File: config.mk
export PLATFORM = sky130hd
export DESIGN_NAME = bram_ring_ctrl
export DESIGN_NICKNAME = d
export VERILOG_FILES = /design/src/rtl/bram_ring_ctrl.sv
export SDC_FILE = /design/constraint.sdc
export NUM_CORES = 1
export LEC_CHECK = 0
export CAP_MARGIN = 20
export CORE_UTILIZATION = 30
export DETAILED_ROUTE_END_ITERATION = 10
export GPL_TIMING_DRIVEN = 0
export PLACE_DENSITY = 0.6
export SKIP_LAST_GASP = 1
export SYNTH_ARGS = -nofsm -noshare
export SYNTH_HDL_FRONTEND = slang
export SYNTH_SLANG_ARGS = --single-unit
File: constraint.sdc
create_clock -name clk -period 3.8 [get_ports clk]
set_input_delay 0.76 -clock clk [delete_from_list [all_inputs] [get_ports clk]]
set_output_delay 0.76 -clock clk [all_outputs]
set_load 0.02 [all_outputs]
File: src/rtl/bram_ring_ctrl.sv
// bram_ring_ctrl: one-writer / two-reader circular buffer controller for a BRAM
// with one write port and two asynchronous read ports.
//
// Ports:
//   clk, rst_n          clock (rising edge), asynchronous active-low reset
//   start, flush        control pulses (IDLE->RUN, RUN->FLUSH->RUN)
//   en_a, en_b          reader enables; a disabled reader holds no data
//   s_valid/s_data/s_ready            source stream
//   a_valid/a_data/a_ready, b_*       reader streams
//   level_a, level_b    per-reader occupancy (0..DEPTH)
//   ram_*               BRAM write port and two asynchronous read ports
//   ovf_cnt             saturating count of stalled source cycles, only present
//                       when the macro RING_CTRL_OVF_CNT_EN is defined
//
// The writer is throttled by the fullest enabled reader.

module bram_ring_ctrl #(
    parameter int unsigned DATA_WIDTH    = 16,
    parameter int unsigned ADDRESS_WIDTH = 10
) (
    input  logic                     clk,
    input  logic                     rst_n,
    input  logic                     start,
    input  logic                     flush,
    input  logic                     en_a,
    input  logic                     en_b,
    input  logic                     s_valid,
    input  logic [DATA_WIDTH-1:0]    s_data,
    output logic                     s_ready,
    output logic                     a_valid,
    output logic [DATA_WIDTH-1:0]    a_data,
    input  logic                     a_ready,
    output logic                     b_valid,
    output logic [DATA_WIDTH-1:0]    b_data,
    input  logic                     b_ready,
    output logic [ADDRESS_WIDTH:0]   level_a,
    output logic [ADDRESS_WIDTH:0]   level_b,
    output logic                     ram_we,
    output logic [ADDRESS_WIDTH-1:0] ram_wr_addr,
    output logic [DATA_WIDTH-1:0]    ram_wr_data,
    output logic [ADDRESS_WIDTH-1:0] ram_rd_addr_a,
    input  logic [DATA_WIDTH-1:0]    ram_rd_data_a,
    output logic [ADDRESS_WIDTH-1:0] ram_rd_addr_b,
    input  logic [DATA_WIDTH-1:0]    ram_rd_data_b
`ifdef RING_CTRL_OVF_CNT_EN
    ,
    output logic [15:0]              ovf_cnt
`endif
);

    localparam int unsigned DEPTH = 2 ** ADDRESS_WIDTH;
    localparam int unsigned LVL_W = ADDRESS_WIDTH + 1;
    localparam logic [LVL_W-1:0] LEVEL_FULL = LVL_W'(DEPTH);

    typedef enum logic [1:0] {StIdle, StRun, StFlush} state_e;

    state_e                   state_q, state_d;
    logic [ADDRESS_WIDTH-1:0] wr_ptr_q, wr_ptr_d;
    logic [ADDRESS_WIDTH-1:0] rd_ptr_a_q, rd_ptr_a_d;
    logic [ADDRESS_WIDTH-1:0] rd_ptr_b_q, rd_ptr_b_d;
    logic [LVL_W-1:0]         level_a_q, level_a_d;
    logic [LVL_W-1:0]         level_b_q, level_b_d;

    logic run;
    logic pop_a, pop_b;
    logic room_a, room_b;
    logic wr_en, pop_a_en, pop_b_en;
    logic clear;

    always_comb begin
        run     = (state_q == StRun);
        a_valid = run & en_a & (level_a_q != '0);
        b_valid = run & en_b & (level_b_q != '0);
        pop_a   = a_valid & a_ready;
        pop_b   = b_valid & b_ready;
        // A pop in this cycle frees a slot, so a full reader does not block the writer.
        room_a  = ~en_a | (level_a_q != LEVEL_FULL) | pop_a;
        room_b  = ~en_b | (level_b_q != LEVEL_FULL) | pop_b;
        s_ready = run & room_a & room_b;
        // A flush accepted in RUN drops any same-cycle transfer.
        wr_en    = s_valid & s_ready & ~flush;
        pop_a_en = pop_a & ~flush;
        pop_b_en = pop_b & ~flush;
        clear    = (run & flush) | (state_q == StFlush);
    end

    always_comb begin
        state_d = state_q;
        unique case (state_q)
            StIdle:  if (start) state_d = StRun;
            StRun:   if (flush) state_d = StFlush;
            StFlush: state_d = StRun;
            default: state_d = StIdle;
        endcase
    end

    always_comb begin
        wr_ptr_d = wr_ptr_q + ADDRESS_WIDTH'(wr_en);

        if (en_a) begin
            rd_ptr_a_d = rd_ptr_a_q + ADDRESS_WIDTH'(pop_a_en);
            level_a_d  = level_a_q + LVL_W'(wr_en) - LVL_W'(pop_a_en);
        end else begin
            // Follow the writer so re-enabling starts empty with no stale data.
            rd_ptr_a_d = wr_ptr_d;
            level_a_d  = '0;
        end

        if (en_b) begin
            rd_ptr_b_d = rd_ptr_b_q + ADDRESS_WIDTH'(pop_b_en);
            level_b_d  = level_b_q + LVL_W'(wr_en) - LVL_W'(pop_b_en);
        end else begin
            rd_ptr_b_d = wr_ptr_d;
            level_b_d  = '0;
        end

        if (clear) begin
            wr_ptr_d   = '0;
            rd_ptr_a_d = '0;
            rd_ptr_b_d = '0;
            level_a_d  = '0;
            level_b_d  = '0;
        end
    end

    always_ff @(posedge clk or negedge rst_n) begin
        if (!rst_n) begin
            state_q    <= StIdle;
            wr_ptr_q   <= '0;
            rd_ptr_a_q <= '0;
            rd_ptr_b_q <= '0;
            level_a_q  <= '0;
            level_b_q  <= '0;
        end else begin
            state_q    <= state_d;
            wr_ptr_q   <= wr_ptr_d;
            rd_ptr_a_q <= rd_ptr_a_d;
            rd_ptr_b_q <= rd_ptr_b_d;
            level_a_q  <= level_a_d;
            level_b_q  <= level_b_d;
        end
    end

    always_comb begin
        ram_we        = wr_en;
        ram_wr_addr   = wr_ptr_q;
        ram_wr_data   = s_data;
        ram_rd_addr_a = rd_ptr_a_q;
        ram_rd_addr_b = rd_ptr_b_q;
        a_data        = ram_rd_data_a;
        b_data        = ram_rd_data_b;
        level_a       = level_a_q;
        level_b       = level_b_q;
    end

`ifdef RING_CTRL_OVF_CNT_EN
    logic [15:0] ovf_cnt_q, ovf_cnt_d;

    always_comb begin
        ovf_cnt_d = ovf_cnt_q;
        if (run & flush) begin
            ovf_cnt_d = '0;
        end else if (run & s_valid & ~s_ready & (ovf_cnt_q != 16'hFFFF)) begin
            ovf_cnt_d = ovf_cnt_q + 16'd1;
        end
    end

    always_ff @(posedge clk or negedge rst_n) begin
        if (!rst_n) begin
            ovf_cnt_q <= '0;
        end else begin
            ovf_cnt_q <= ovf_cnt_d;
        end
    end

    assign ovf_cnt = ovf_cnt_q;
`endif

endmodule

==> results.md, run 1 <==
- Post-DP HPWL: ~8 mm
- Unique masters post-synth: 50
- Vias in the first global route: 3176
- Syn_area_per_cell: 9.22 sq um
- Max Freq: roughly 0.28 GHz
- CTS H-tree lvls: 2
- Initial antenna violation count: 0
- Worst reg2reg startpoint: level_b[6]$_DFF_PN0_
- Total power: between 3 and 4 mW
- Actual slew at the worst max-slew pin: between 0.5 and 0.6 ns
- Largest fanout on the critical path: 3
- Global-route wire length before repair: about 15 mm
- DIE WIDTH: 115 um
- All-layer global routing usage: 14.9%
- Beginning of the critical path: b_ready
- Endpoint of the worst-slack reg-to-reg timing path: level_a[10]$_DFF_PN0_
- Cell Area, Synth: roughly 3900 sq um
- Commonest non-fill, non-tap cell in the layout: clkdlybuf4s50_1
- Ant. Diodes: 0
- R2r setup slk: approximately 0.26 ns
- DRT antenna net count: 0
- Rel. slew slack: a little under two thirds
- Synth Flop Type: dfrtp_1
- Seq cells post-synth: 54
- Worst setup EP type: register
- Die area: approximately 13000 sq um
- # Max-Cap Violations: 0
- Core area: ~13000 sq um
- Ys async rst share: between 90% and 100%
- Worst-path clk slew: ~0.08 ns
- DRC: 0
- Number of synthesized flops with an enable pin: 0
- FP Rows: 41
- CTS Buffer Depth: 2
- I/O Pins: 161
- Vias: approximately 3300
- Post-layout nets: 632
- IO buf count: 110
- Crit Path Class: in -> reg
- Initial cell density of the core: between 30% and 40%
- Largest net degree at the start of global routing: 39
- GP Congestion: around 0.86
- Gr ovfl total: 0
- Worst hold slack: a little under 0.4 ns
- Final wirelength: just under 10 mm
- Reg2reg path depth: 17
- Wire per inst: between 10 and 15 um
- Pleak: 2.53 nW
- Arrival time at the worst endpoint: 3.76 ns
- DR iter-0 viols: 115
- Final Hold Fails: 0
- Worst Skew: 0.00773 ns
- Most frequent cells in the layout: 109 x clkdlybuf4s50_1, 54 x dfrtp_1, 50 x buf_4
- Tmin final: approximately 3.6 ns
- Root Buffer: clkbuf_16
- Sinks on Clock Net: between 50 and 60
- Endpoints failing setup: 0
- Unrepaired setup endpoints after global routing: false
- Post-Syn Nets: just over 500
- Synth warn: 0
- Part of the Yosys area used for sequential elements: 35.1%
- Worst vdd ir: 332 uV
- Areal power density over the cells: 633 nW/um^2
- CP Capture Point: level_a[10]$_DFF_PN0_
- Syn-to-layout area delta: 40.3%
- CTS Buf Count: 5
- Final worst-path cycle share: between 90 and 100%
- Status: completed
- Clock tree from TritonCTS: built
- DRT Pass-1 Iters: 5
- Clk Latency, worst-skew pair: 0.29 ns
- Fin. max-slew vios: 0
- Hold WC Path Type: in -> async
- Fillers: ~1200
- Crit path launch type: primary input
- Vias per cell: approximately 4.6
- WP data required: approximately 4 ns
- Die Ht: 115 um
- Share of layout cells above drive strength 1: between 10% and 20%
- Cells after synthesis: roughly 420
-- flip-flops by register name (all words and copies together), names as in the netlist --
name,cells
ram_wr_addr,10
level_a,11
level_b,11
ram_rd_addr_b,10
ram_rd_addr_a,10
state_q,2
-- power breakdown --
group | total [mW] | switching, mW | internal, mW
registers | 0.855 | 0.147 | 0.708
clock network | 0.486 | 0.221 | 0.265
logic | 2.08 | 1.09 | 0.993
-- how the worst min path moves through the flow --
stage	startpoint	end	slack, ns
after floorplan	rst_n	level_a[0]$_DFF_PN0_	0.46
after global placement	state_q[0]$_DFFE_PN0P_	state_q[0]$_DFFE_PN0P_	0.53
after detailed placement	state_q[0]$_DFFE_PN0P_	state_q[0]$_DFFE_PN0P_	0.54
after CTS	rst_n	ram_rd_addr_a[6]$_DFF_PN0_	0.41
after global routing	rst_n	ram_rd_addr_a[6]$_DFF_PN0_	0.42
final	rst_n	ram_rd_addr_a[6]$_DFF_PN0_	0.40
-- layout make-up --
type | count | area, sq um | share of cell area, %
plain buffers | 56 | 399 | 7.38
clock buffers | 6 | 139 | 2.57
clock inverters | 2 | 16.3 | 0.301
inverters | 43 | 161 | 2.98
multi-input cells | 265 | 2000 | 37.0
flip-flops and latches | 54 | 1350 | 25.0
well taps | 172 | 215 | 3.98
repair buffers | 112 | 1120 | 20.8
-- logic make-up (layout without fill, tap and decap cells) --
logic type / Yosys count / count (layout) / synth area share (%)
and+or+nand+nor: 125 / 125 / 17.1
buffers and inverters: 99 / 219 / 14.5
AOI/OAI and AO/OA: 63 / 63 / 11.6
DFF: 54 / 54 / 35.1
adders and majority gates: 38 / 38 / 12.7
xor gates and xnor gates: 34 / 34 / 7.72
muxes: 5 / 5 / 1.30
-- synth_stat cells (4+ instances only) --
cell       n  area, sq um
o21ai_0    6         30.0
ha_1      36          450
o21a_1     4         30.0
nand2b_1   4         25.0
a22oi_1   11         82.6
a21oi_1    9         45.0
nand3_1   16         80.1
xor2_1    18          158
buf_4     49          368
and3_1    11         68.8
nand2_1   23         86.3
nor3_1    11         55.1
inv_1     43          161
nor2_1    26         97.6
mux2i_1    5         50.1
nor2b_1   11         68.8
buf_2      4         20.0
a211oi_1   4         30.0
dfrtp_1   54         1350
xnor2_1   16          140
-- timing repair --
item	4_1_cts	5_1_grt
hold buffers	0	0
gates cloned	0	0
gates resized for setup	2	8
pin swaps	1	2
setup endpoints to repair	3	4
setup buffers	1	0
-- layer usage --
| metal | up-vias | GRT usage, % | part of all wire [%] |
|---|---|---|---|
| met5 | - | 0 | 0 |
| met4 | 0 | 3.20 | 0.55 |
| met3 | 5 | 2.53 | 5.9 |
| met2 | 115 | 25.4 | 48 |
| met1 | 1537 | 19.7 | 46 |
| li1 | 1614 | - | - |
-- metrics by stage --
stage / instances / utilization (%) / worst slack [ns] / area [sq um] / TNS, ns
6_report: 710 / 43.0 / 0.236 / 5410 / 0
5_1_grt: 710 / 43.0 / 0.0124 / 5410 / 0
4_1_cts: 710 / 42.7 / 0.0280 / 5370 / 0
3_5_place_dp: 701 / 41.3 / -0.296 / 5190 / -0.641
3_3_place_gp: 700 / 41.2 / -0.236 / 5180 / -0.417
2_1_floorplan: 418 / - / 0.0907 / 3860 / 0
-- critical path, cell delays in order --
cell and delay (ns):
clkdlybuf4s50_1 0.54, o31ai_4 0.10, nor4b_2 0.35, inv_1 0.13
ha_1 0.31, inv_1 0.06, ha_1 0.15, inv_1 0.05
fa_1 0.40, nor2b_2 0.20, o221ai_2 0.16, a211oi_2 0.27
nor3_1 0.08, nor3b_1 0.20
Note: power is estimated with default switching activity, not from simulation.
==> run 2: changes to the inputs <==
CTS_CLUSTER_SIZE = 28   (was unset)
GPL_TIMING_DRIVEN = 1   (was 0)
SKIP_LAST_GASP = unset   (was 1)
==> results.md, run 2 (same netlist as run 1, synthesis figures left out) <==
- DRC: 0 (unchanged)
- Most frequent cells in the layout: 63 x clkdlybuf4s50_1, 54 x dfrtp_1, 43 x inv_1
- Final wirelength: 9.06 mm (-8.6%)
- GP Congestion: 0.882 (+3.2%)
- Total power: 3.32 mW (-3.0%)
- Initial antenna violation count: 0 (unchanged)
- Top cell by count, worst path: inv_1
- Final worst-path cycle share: 91.4% (-2.3 points)
- Critical path's slowest cell: dfrtp_1
- Hold WC Path Type: in -> async
- Clock tree from TritonCTS: built
- DIE WIDTH: 115 um (unchanged)
- Status: completed
- Critical Path, Cell by Cell: inv_1, ha_1, nor4bb_1, nand3_1, o31ai_2, nor4b_2, inv_1, ha_1, inv_1, ha_1, inv_1, fa_1, nor2b_2, o221ai_2, a211oi_2, nor3_1, nor3b_1
- I/O Pins: 161 (unchanged)
- Actual slew at the worst max-slew pin: 0.577 ns (+0.0343 ns)
- Vias per cell: 4.69 (+1.9%)
- Crit path launch type: register
- Syn-to-layout area delta: 18.8%
- Rel. slew slack: 61.6% (-2.3 points)
- Areal power density over the cells: 725 nW/um^2 (+15%)
- FP Rows: 41 (unchanged)
- DRT Pass-1 Iters: 4 (-1)
- Unrepaired setup endpoints after global routing: false
- Die Ht: 115 um (unchanged)
- Die area: 13300 sq um (unchanged)
- Share of layout cells above drive strength 1: 6.53% (-7.8 points)
- CTS H-tree lvls: 2 (unchanged)
- Tmin final: 3.47 ns (-0.0892 ns)
- DRT antenna net count: 0 (unchanged)
- Initial cell density of the core: 30.7% (unchanged)
- Sinks on Clock Net: 54 (unchanged)
- # Max-Cap Violations: 0 (unchanged)
- IO buf count: 64 (-42%)
- Global-route wire length before repair: 14.6 mm (-5.9%)
- Worst setup EP type: register
- Root Buffer: clkbuf_16
- Vias: 2891 (-12%)
- Post-layout nets: 539 (-15%)
- Final Hold Fails: 0 (unchanged)
- Gr ovfl total: 0 (unchanged)
- Wire per inst: 14.7 um (+5.4%)
- Pleak: 2.13 nW (-16%)
- Setup bufs post-CTS: 0 (-1)
- Fin. max-slew vios: 0 (unchanged)
- Fillers: 1283 (+7.3%)
- Post-DP HPWL: 7.05 mm (-10%)
- Worst-path clk slew: 0.07 ns (about the same)
- Worst vdd ir: 360 uV (+8.3%)
- All-layer global routing usage: 14.1% (-0.79 points)
- Largest fanout on the critical path: 3 (unchanged)
- Largest net degree at the start of global routing: 32 (-18%)
- Arrival time at the worst endpoint: 3.68 ns (-0.08 ns)
- Max Freq: 0.288 GHz (+2.6%)
- DR iter-0 viols: 103 (-10%)
- Crit Path Class: reg -> reg
- Worst Skew: 0.00785 ns (+0.000123 ns)
- Worst path max stage delay: 0.40 ns (-0.14 ns)
- Ant. Diodes: 0 (unchanged)
- CTS Buf Count: 5 (unchanged)
- Vias in the first global route: 2899 (-8.7%)
- Clk Latency, worst-skew pair: 0.30 ns (about the same)
- Endpoints failing setup: 0 (unchanged)
- WP data required: 4.00 ns (about the same)
- Core area: 12600 sq um (unchanged)
- CTS Buffer Depth: 2 (unchanged)
- Sum Neg Setup Slack: 0 ns (unchanged)
- Commonest non-fill, non-tap cell in the layout: clkdlybuf4s50_1
## run 2: changes by cell type in the layout (fill, tap and decap cells not counted), moves of 3 or more
| cell | delta |
|---|---|
| clkdlybuf4s50_1 | -46 |
| clkbuf_1 | -3 |
| buf_2 | -4 |
| buf_4 | -39 |
## run 2: critical path: cells and delay by family, from the launching register on
family,cells,cell delay (ns)
simple gates,6,1.03
fa+ha+maj,4,0.93
compound gates,3,0.74
flops,1,0.40
buf+inv,4,0.29
## run 2: area by class of cell
type,instances,area (sq um),share of cell area (%)
multi-input cells,265,1970,43.0
flip-flops and latches,54,1350,29.5
repair buffers,75,718,15.7
well taps,172,215,4.70
inverters,43,161,3.53
clock buffers,5,125,2.73
clock inverters,2,38.8,0.847
## run 2: power breakdown
group          internal [mW]  total, mW  switching [mW]
Combinational          0.913       1.94            1.03
Clock                  0.309      0.522           0.213
Sequential             0.708      0.856           0.148
Total                   1.93       3.32            1.39
## run 2: path summary, 6_finish.rpt
kind,slack [ns],to,from,cells after the start
setup / recovery,0.33,level_a[10]$_DFF_PN0_,level_b[7]$_DFF_PN0_,17
max in group asynchronous,2.52,ram_rd_addr_a[7]$_DFF_PN0_,rst_n,2
setup reg to reg,0.33,level_a[10]$_DFF_PN0_,level_b[7]$_DFF_PN0_,17
hold / removal,0.46,level_a[9]$_DFF_PN0_,rst_n,1
hold reg to reg,0.58,state_q[0]$_DFFE_PN0P_,state_q[0]$_DFFE_PN0P_,1
min in group clk,0.58,state_q[0]$_DFFE_PN0P_,state_q[0]$_DFFE_PN0P_,1
## run 2: repair_timing
action	in CTS	in global routing
gates resized for setup	0	4
hold buffers	0	0
setup endpoints to repair	0	2
hold endpoints to repair	0	0
## run 2: through the flow
stage | area (sq um) | utilization [%] | worst slack [ns] | hold WS [ns] | std cells
6_report | 4580 | 36.4 | 0.326 | 0.458 | 616
5_1_grt | 4580 | 36.4 | 0.00953 | 0.507 | 616
4_1_cts | 4560 | 36.3 | 0.170 | 0.485 | 616
3_5_place_dp | 4400 | 35.0 | 0.0510 | 0.557 | 609
3_3_place_gp | 4400 | 35.0 | 0.103 | 0.545 | 609
2_1_floorplan | 3860 | - | 0.0907 | 0.464 | 418
## run 2: metal layers
| layer | part of all wire (%) | global-route usage, % |
|---|---|---|
| met1 | 49 | 19.6 |
| met4 | 1.5 | 4.68 |
| met2 | 44 | 21.3 |
| met5 | 0 | 0 |
| met3 | 6.1 | 3.58 |
==> run 3: changes to the inputs <==
RECOVER_POWER = 25   (was unset)
==> results.md, run 3 (same netlist as run 1, synthesis figures left out) <==
- Vias per cell: 4.70 (+0.10%)
- FP Rows: 41 (unchanged)
- Commonest non-fill, non-tap cell in the layout: clkdlybuf4s50_1
- Final worst-path cycle share: 91.3% (about the same)
- Global-route wire length before repair: 14.6 mm (unchanged)
- CTS H-tree lvls: 2 (unchanged)
- CTS Hold Buffers Added: 0 (unchanged)
- DP Worst Slack: 0.0510 ns (unchanged)
- Area post-placement: 4400 sq um (unchanged)
- Ant. Diodes: 0 (unchanged)
- Initial antenna violation count: 0 (unchanged)
- Status: completed
- All-layer global routing usage: 14.1% (unchanged)
- Unrepaired setup endpoints after global routing: false
- DIE WIDTH: 115 um (unchanged)
- Worst-path clk slew: 0.07 ns (about the same)
- DRT Pass-1 Iters: 4 (unchanged)
- DRC: 0 (unchanged)
- Fin. max-slew vios: 0 (unchanged)
- Die area: 13300 sq um (unchanged)
- Critical Path, Cell by Cell: inv_1, ha_1, nor4bb_1, nand3_1, o31ai_2, nor4b_2, inv_1, ha_1, inv_1, ha_1, inv_1, fa_1, nor2b_2, o221ai_2, a211oi_2, nor3_1, nor3b_1
- Root Buffer: clkbuf_16
- Areal power density over the cells: 726 nW/um^2 (+0.14%)
- Syn-to-layout area delta: 18.6%
- Max Freq: 0.288 GHz (about the same)
- DR iter-0 viols: 105 (+1.9%)
- GP Congestion: 0.882 (unchanged)
- Post-DP HPWL: 7.05 mm (unchanged)
- Final wirelength: 9.04 mm (-0.15%)
- Largest fanout on the critical path: 3 (unchanged)
- Sum Neg Setup Slack: 0 ns (unchanged)
- DRT antenna net count: 0 (unchanged)
- Most frequent cells in the layout: 62 x clkdlybuf4s50_1, 54 x dfrtp_1, 43 x inv_1
- Die Ht: 115 um (unchanged)
- Vias: 2894 (+0.10%)
- Arrival time at the worst endpoint: 3.68 ns (about the same)
- CTS Buf Count: 5 (unchanged)
- Clock tree from TritonCTS: built
- Critical path's slowest cell: dfrtp_1
- Top cell by count, worst path: inv_1
- I/O Pins: 161 (unchanged)
- Largest net degree at the start of global routing: 32 (unchanged)
- Clk Latency, worst-skew pair: 0.30 ns (about the same)
- Crit Path Class: reg -> reg
- Sinks on Clock Net: 54 (unchanged)
- Worst setup EP type: register
- Crit path launch type: register
- Gr ovfl total: 0 (unchanged)
- PostCTS Resize Cnt: 0 (unchanged)
- Critical path's top delay family: simple AND/OR/NAND/NOR gates
- WP data required: 4.01 ns (about the same)
- Worst hold slack: 0.577 ns (+0.118 ns)
- Share of layout cells above drive strength 1: 6.08% (-0.45 points)
- Setup bufs post-CTS: 0 (unchanged)
- Fillers: 1286 (+0.23%)
- Core area: 12600 sq um (unchanged)
- CTS Buffer Depth: 2 (unchanged)
- Initial cell density of the core: 30.7% (unchanged)
- Final Hold Fails: 0 (unchanged)
- Endpoints failing setup: 0 (unchanged)
- Post-layout nets: 539 (unchanged)
- Crit path buffers/inverters: 4 (unchanged)
- Post-route worst setup slack: 0.329 ns (+0.00315 ns)
- Fin area: 4570 sq um (-0.16%)
- Tmin final: 3.47 ns (-0.00315 ns)
- Wire per inst: 14.7 um (-0.15%)
- Rel. slew slack: 6.38% (-55 points)
- Vias in the first global route: 2899 (unchanged)
- Worst Skew: 0.00735 ns (-0.000499 ns)
- Pleak: 2.12 nW (-0.32%)
- Actual slew at the worst max-slew pin: 1.40 ns (+0.828 ns)
- # Max-Cap Violations: 0 (unchanged)
- Hold WC Path Type: reg -> reg
- Worst vdd ir: 361 uV (+0.18%)
- Worst path max stage delay: 0.40 ns (about the same)
- IO buf count: 64 (unchanged)
==> run 3: changes by cell type in the layout (fill, tap and decap cells not counted) <==
cell,previous run,this run
buf_2,1,0
dlygate4sd3_1,0,1
clkbuf_2,0,1
clkdlybuf4s50_1,63,62
clkbuf_1,0,2
buf_4,11,9
==> run 3: power by group <==
part	internal, mW	switching (mW)
sequential	0.708	0.148
clock	0.309	0.214
combinational	0.911	1.03
total	1.93	1.39
==> run 3: metrics by stage <==
step	instances	util (%)	power [mW]
2_1_floorplan	418	-	2.22
3_3_place_gp	609	35.0	2.75
3_5_place_dp	609	35.0	2.77
4_1_cts	616	36.3	3.31
5_1_grt	616	36.4	3.60
6_report	616	36.4	3.32
==> run 3: routing by layer <==
metal / vias to the layer above / global-route usage [%] / wire (um) / share of wire (%)
met5: - / 0 / 0 / 0
met4: 0 / 4.68 / 133 / 1.5
met3: 18 / 3.58 / 558 / 6.2
met2: 83 / 21.3 / 3970 / 44
met1: 1365 / 19.6 / 4390 / 49
li1: 1428 / - / - / -
==> run 3: layout make-up <==
class	instances	area, sq um	share of cell area (%)
clock buffer	5	125	2.74
clock inverter	2	38.8	0.849
inverter	43	161	3.53
multi-input combinational	265	1970	43.1
sequential	54	1350	29.6
tap	172	215	4.71
timing repair buffer	75	711	15.5
==> run 3: worst reg2reg max path, cell delays in order, from the launching register on <==
cell and delay [ns]:
dfrtp_1 0.40, inv_1 0.09, ha_1 0.15, nor4bb_1 0.31, nand3_1 0.18, o31ai_2 0.31
nor4b_2 0.10, inv_1 0.09, ha_1 0.23, inv_1 0.06, ha_1 0.15, inv_1 0.05
fa_1 0.40, nor2b_2 0.17, o221ai_2 0.15, a211oi_2 0.28, nor3_1 0.08, nor3b_1 0.19
==> run 3: path summary, 6_finish.rpt <==
kind	startpoint	to	slack [ns]	cells after the start
worst max register to register	level_b[7]$_DFF_PN0_	level_a[10]$_DFF_PN0_	0.33	17
worst min register to register	state_q[0]$_DFFE_PN0P_	state_q[0]$_DFFE_PN0P_	0.58	1
min in group asynchronous	rst_n	level_a[9]$_DFF_PN0_	0.78	1
worst max-delay path	level_b[7]$_DFF_PN0_	level_a[10]$_DFF_PN0_	0.33	17
max in group asynchronous	rst_n	ram_rd_addr_a[7]$_DFF_PN0_	1.56	2
worst min-delay path	state_q[0]$_DFFE_PN0P_	state_q[0]$_DFFE_PN0P_	0.58	1
